<file path="config.mk">
export PLATFORM = sky130hd
export DESIGN_NAME = serial_subtractor_controller
export DESIGN_NICKNAME = d
export VERILOG_FILES = /design/src/rtl/serial_subtractor_controller.sv
export SDC_FILE = /design/constraint.sdc
export NUM_CORES = 1
export LEC_CHECK = 0
export BUFFER_PORTS_ARGS = -buffer_cell sky130_fd_sc_hd__buf_2
export CORE_AREA = 2 2 85 87
export DETAILED_ROUTE_END_ITERATION = 8
export DIE_AREA = 0 0 87 89
export GPL_ROUTABILITY_DRIVEN = 0
export GPL_TIMING_DRIVEN = 1
export PLACE_DENSITY = 0.47
export RECOVER_POWER = 50
export SLEW_MARGIN = 40
export SYNTH_ARGS = -nofsm -noshare
export SYNTH_HDL_FRONTEND = slang
export SYNTH_HIERARCHICAL = 1
export SYNTH_SLANG_ARGS = --single-unit
</file>
<file path="constraint.sdc">
create_clock -name clk -period 1.5 [get_ports clk]
set_input_delay 0.375 -clock clk [delete_from_list [all_inputs] [get_ports clk]]
set_output_delay 0.375 -clock clk [all_outputs]
set_load 0.02 [all_outputs]
</file>
<file path="src/rtl/serial_subtractor_controller.sv">
// Bit-serial WIDTH-bit subtractor: computes a - b - bin LSB first, one bit per
// clock, through a single full-subtractor cell with a registered borrow chain.
// Optional feature macro: SERIAL_SUB_OVERFLOW_EN adds the signed-overflow
// output ovf, registered at completion alongside result.

// One-bit full subtractor built from gates: d = a - b - bin, bout = borrow out.
module full_subtractor_structure (
  input  logic a,
  input  logic b,
  input  logic bin,
  output logic d,
  output logic bout
);

  logic axb;

  assign axb  = a ^ b;
  assign d    = axb ^ bin;
  assign bout = (~a & b) | (~axb & bin);

endmodule

module serial_subtractor_controller #(
  parameter int unsigned WIDTH = 8
) (
  input  logic             clk,
  input  logic             rst,
  input  logic             start,
  input  logic [WIDTH-1:0] a,
  input  logic [WIDTH-1:0] b,
  input  logic             bin,
  output logic             busy,
  output logic             done,
  output logic [WIDTH-1:0] result,
  output logic             bout
`ifdef SERIAL_SUB_OVERFLOW_EN
  ,
  output logic             ovf
`endif
);

  localparam int unsigned CW = $clog2(WIDTH) + 1;

  typedef enum logic [1:0] {
    IDLE = 2'd0,
    RUN  = 2'd1,
    FIN  = 2'd2
  } state_t;

  state_t           state;
  logic [WIDTH-1:0] a_sr;
  logic [WIDTH-1:0] b_sr;
  logic [WIDTH-1:0] work;
  logic             borrow;
  logic [CW-1:0]    cnt;
  logic             cell_d;
  logic             cell_bout;

  // The single shared cell operates on the current LSBs and the chained borrow.
  full_subtractor_structure u_cell (
    .a    (a_sr[0]),
    .b    (b_sr[0]),
    .bin  (borrow),
    .d    (cell_d),
    .bout (cell_bout)
  );

  // Sequencer: accept in IDLE, shift one bit per RUN cycle, pulse done from FIN.
  always_ff @(posedge clk) begin
    if (rst) begin
      state  <= IDLE;
      a_sr   <= '0;
      b_sr   <= '0;
      work   <= '0;
      borrow <= 1'b0;
      cnt    <= '0;
      busy   <= 1'b0;
      done   <= 1'b0;
      result <= '0;
      bout   <= 1'b0;
`ifdef SERIAL_SUB_OVERFLOW_EN
      ovf    <= 1'b0;
`endif
    end else begin
      case (state)
        IDLE: begin
          done <= 1'b0;
          if (start) begin
            a_sr   <= a;
            b_sr   <= b;
            borrow <= bin;
            cnt    <= '0;
            busy   <= 1'b1;
            state  <= RUN;
          end
        end
        RUN: begin
          a_sr   <= a_sr >> 1;
          b_sr   <= b_sr >> 1;
          work   <= {cell_d, work[WIDTH-1:1]};
          borrow <= cell_bout;
          // Counter saturates at WIDTH rather than wrapping.
          if (cnt != CW'(WIDTH)) begin
            cnt <= cnt + CW'(1);
          end
          if (cnt == CW'(WIDTH - 1)) begin
            result <= {cell_d, work[WIDTH-1:1]};
            bout   <= cell_bout;
`ifdef SERIAL_SUB_OVERFLOW_EN
            // Borrow into the MSB differs from borrow out of it on signed overflow.
            ovf    <= borrow ^ cell_bout;
`endif
            busy   <= 1'b0;
            done   <= 1'b1;
            state  <= FIN;
          end
        end
        FIN: begin
          done  <= 1'b0;
          state <= IDLE;
        end
        default: begin
          state <= IDLE;
        end
      endcase
    end
  end

endmodule
</file>
Word-level counts from Yosys, hierarchy flattened
Index checks and enable logic that the tools add are counted.
Widths: inputs -> output; s select.
Storage, ports and cells
  register bits: 42
  bits of input ports: 20
  output and inout port bits: 11
  logic and storage cells: 52
Cells by class
  add/sub/neg operators: 1
  equality and inequality tests: 7
  multiplexer cells: 17
  bitwise operators: 7
  reductions and logical operators: 10
Operators with widths (count)
  $pmux 8 s2: 2
  $mux 8: 2
  $mux 4: 2
  $pmux 4 s2: 1
  $reduce_and 2->1: 4
  $ne 2x2->1 const B: 3
  $pmux 1 s2: 3
  $reduce_and 3->1: 2
  $add 4x1->4 const B: 1
  $eq 4x3->1 const B: 1
  $mux 1: 4
  $mux 2: 2
  $ne 4x4->1 const B: 1
  $pmux 2 s2: 1
  $reduce_bool 2->1: 2
  $and 1x1->1: 2
  $eq 2x1->1 const B: 1
  $eq 2x2->1 const B: 1
  $logic_not 2->1: 1
  $not 1->1: 2
  $reduce_or 2->1: 1
  $xor 1x1->1: 2
  $or 1x1->1: 1

Longest topological paths before layout
  depth after elaboration: 5
  depth in mapped cells: 5
  gate-level depth less buffers: 5

By module
The synthesis kept the hierarchy.
By module, submodules not included
  serial_subtractor_controller: instances 1, cells each 184, area an instance 1619.1 um2, seq. area each 820.8 um2
  full_subtractor_structure: instances 1, cells each 4, area an instance 31.3 um2, seq. area each 0.0 um2

Least setup slack after synthesis
No wires, ideal clock.
  kind: register to register
  start point: register cnt[0]
  end point: register cnt[2]
  library setup time: 70 ps
  arrival time: 1291 ps
  required time: 1430 ps
  path slack: 139 ps
  stages on the path, launching flop included: 6
  path buffers: 0
  clock period less this slack: 1361 ps
  path through: dfxtp_1 inv_1 ha_1 and3b_1 or4_1 a21oi_1
On the way
  word-level cells in the longest chain between the ends: 3
  elaborated cells on any way between the ends: 6
  those cells by class: 1 x add/sub; 2 x eq/ne; 2 x mux; 1 x reduce/logical
Ends and longest elaborated chain
  start, declared: line 55  | logic [CW-1:0] cnt;
  start signal, assigned: line 104  | cnt <= cnt + CW'(1);
  $add 4x1->4 or $ne 4x4->1 (tied branches): line 104, 103
  $mux 4 or $ne 2x2->1 (tied branches)
  $pmux 4 s2 or $reduce_and 3->1 (tied branches)
Parallel ways exist; a longest one is shown, timed or not. The select of a mux whose other input is x is not followed.
A chain may end at the register's enable or synchronous reset.

Worst setup path in the final report
Same ends and word-level chain as after synthesis.

==> impl_metrics.yaml <==
power_and_ir_drop:
  p_seq_share_pct: 47.1
  vdd_drop_max_v: 0.0004495
  p_total_uw: 2485
  leakage_uw: 0.0007896
  intPower_uw: 1913
  powerDensity_mw_per_mm2: 1213
  clkPwrFrac_pct: 42.6
  combPwrFrac_pct: 10.3
  power.net_switching_uw: 571.9
  netSwitchingFraction_pct: 23.01
floorplanning:
  die_h_um: 89
  die_area_mm2: 0.007743
  core_mm2: 0.006719
  chipWidth_um: 87
  rows: 30
  initial_core_util_pct: 24.56
  io_pins: 31
synth:
  avgSynthCellArea_um2: 8.778
  synthFlopType: "dfxtp_1"
  syn-cell-area_mm2: 0.001650
  ys_types: 30
  synth-seq-cells: 41
  seq_area_frac_synth_pct: 49.73
  syn_inst: 188
  synth_fp_nets: 211
  synth_edf_count: 0
  ys_warn_count: 6
  async_flop_share_pct: 0
grt:
  grt_max_degree: 31
  grt.overflow.total: 0
  grt_pass1_wl_um: 5975
  antenna_found_initial: 0
  grt_pass1_vias: 1265
  grt_use_total_pct: 9.969
detailed_routing:
  wl_um: 3598
  vias: 1387
  firstDrtPassIters: 4
  vias_per_cell: 4.593
  drtAntennaViolNets: 0
  wl_per_cell_um: 11.91
  drcViolationCount: 0
  drtIter0Drc: 66
sta:
  fin_setup_tns_ns: 0
  clock.fmax_mhz: 720.6
  hold_viol_final: 0
  final.min_clock_period_ns: 1.388
  finalSetupViolCount: 0
  grt_setup_unrepaired: "no"
  min_period_over_period_pct: 92.52
  maxSlewViolCount: 0
  max_slew_margin_pct: 76.28
  fin_worst_skew_ns: 0.007602
  tightestPinTransition_ns: 0.3550
setup_path:
  path_class: "flop to flop"
  crit_path_start_kind: "flop"
  crit_fanout: 4
  arrival_ns: 1.62
  rr_startpoint: "cnt[0]"
  critPathRequiredTime_ns: 1.73
  critPathCaptureType: "flop"
  ff2ff_setup_slack_ns: 0.11
  startpoint: "cnt[0]"
layout:
  final_layout_size_suffix_gt1_share_pct: 18.92
  nets: 244
  n_fill_cell: 731
  fin_cells: 302
  final_common_cell: "nand2_1"
  layout_common_cells: "nand2_1 (45), dfxtp_1 (39), buf_2 (19), nor2_1 (18), a311oi_1 (15)"
  area_growth_pct: 24.11
  diodes: 0
placed_design:
  io_buffer_count: 30
  placedCellCount: 293
  hpwlAfterDp_um: 2443
clocking:
  cts.sinks: 41
  cts_tree: "yes"
  numCtsBuffers: 5
  htree_levels: 2
  insertion_delay_ns: 0.30
  cts.path.max_buffers: 2
  clk_pin_slew_ns: 0.08
  cts_root_buffer: "clkbuf_8"
min_path:
  min_from: "rst"
  hp-class: "input pin to flop"
run:
  drv_cap: 0
outcome:
  status: "finished, final reports clean"
-- final timing paths --
kind,end,depth (start not counted)
setup / recovery,cnt[2],5
hold / removal,state[1],2
setup reg to reg,cnt[2],5
hold reg to reg,work[2],2
-- routing by layer --
metal	up-vias	track usage (%)	part of all wire [%]	wire length, um
met5	-	0	0	0
met4	0	4.688	2.2	79
met3	6	2.770	3.4	124
met2	18	15.61	45	1626
met1	638	12.74	49	1768
li1	725	-	-	-
-- power groups by stage --
stage | combinational (uW) | sequential, uW | clock [uW]
final | 256 | 1170 | 1060
after global routing | 290 | 1180 | 1140
after CTS | 261 | 1170 | 1090
after detailed placement | 260 | 1200 | 0
after global placement | 258 | 1200 | 0
after floorplan | 170 | 1190 | 0
-- what timing repair did --
item / in CTS / in global routing
resized for setup: 0 / 2
setup buffers: 0 / 1
setup endpoints to repair: 0 / 1
hold buffers: 0 / 0
-- Yosys cell counts, types with 2 or more instances --
cell,n,area [um^2]
nand3b_1,2,15.01
ha_1,2,25.02
inv_1,6,22.52
nor2_1,18,67.56
o21bai_1,2,15.01
a311oi_1,15,131.4
o21ba_2,2,20.02
a22oi_1,2,15.01
nand3_1,3,15.01
a22o_1,9,78.83
dfxtp_1,41,820.8
clkbuf_1,6,22.52
buf_2,6,30.03
a21oi_1,11,55.05
o211ai_1,4,30.03
nand2_1,45,168.9
-- through the flow --
| stage | area, um^2 | hold slack, ns | worst slack, ns | utilization (%) |
|---|---|---|---|---|
| final | 2048 | 0.3150 | 0.1123 | 30.48 |
| after global routing | 2048 | 0.3211 | 0.02807 | 30.48 |
| after CTS | 2056 | 0.3107 | 0.03378 | 30.60 |
| after detailed placement | 1922 | 0.4564 | 0.05678 | 28.60 |
| after global placement | 1922 | 0.4529 | 0.08927 | 28.60 |
| after floorplan | 1650 | 0.4360 | 0.1390 | - |
-- registers in the layout, indices dropped and copies added (netlist names) --
signal and flops:
a_sr 8, b_sr 8, result 8, work 7
cnt 4, state 2, borrow 1, bout 1
busy 1, done 1
-- worst max-delay path: stages, from the launching register on --
cell	delay (ns)
dfxtp_2	0.33
inv_1	0.05
ha_1	0.20
and3b_1	0.21
or4_1	0.41
a21oi_1	0.13
-- final cells by class --
cell class | instances | area [um^2] | area share, %
sequential | 41 | 823.3 | 40.20
multi-input combinational | 127 | 735.7 | 35.92
timing repair buffer | 40 | 232.7 | 11.36
tap | 80 | 100.1 | 4.887
clock buffer | 5 | 68.82 | 3.360
clock inverter | 3 | 65.06 | 3.177
inverter | 6 | 22.52 | 1.100
-- logic make-up (layout without fill, tap and decap cells) --
family	count (synthesis)	after routing	synth area share [%]
fa+ha+maj	3	3	2.729
compound gates	47	47	21.76
buf+inv	20	54	5.686
simple gates	77	77	20.09
flops	41	41	49.73
Note: power is estimated with default switching activity, not from simulation.
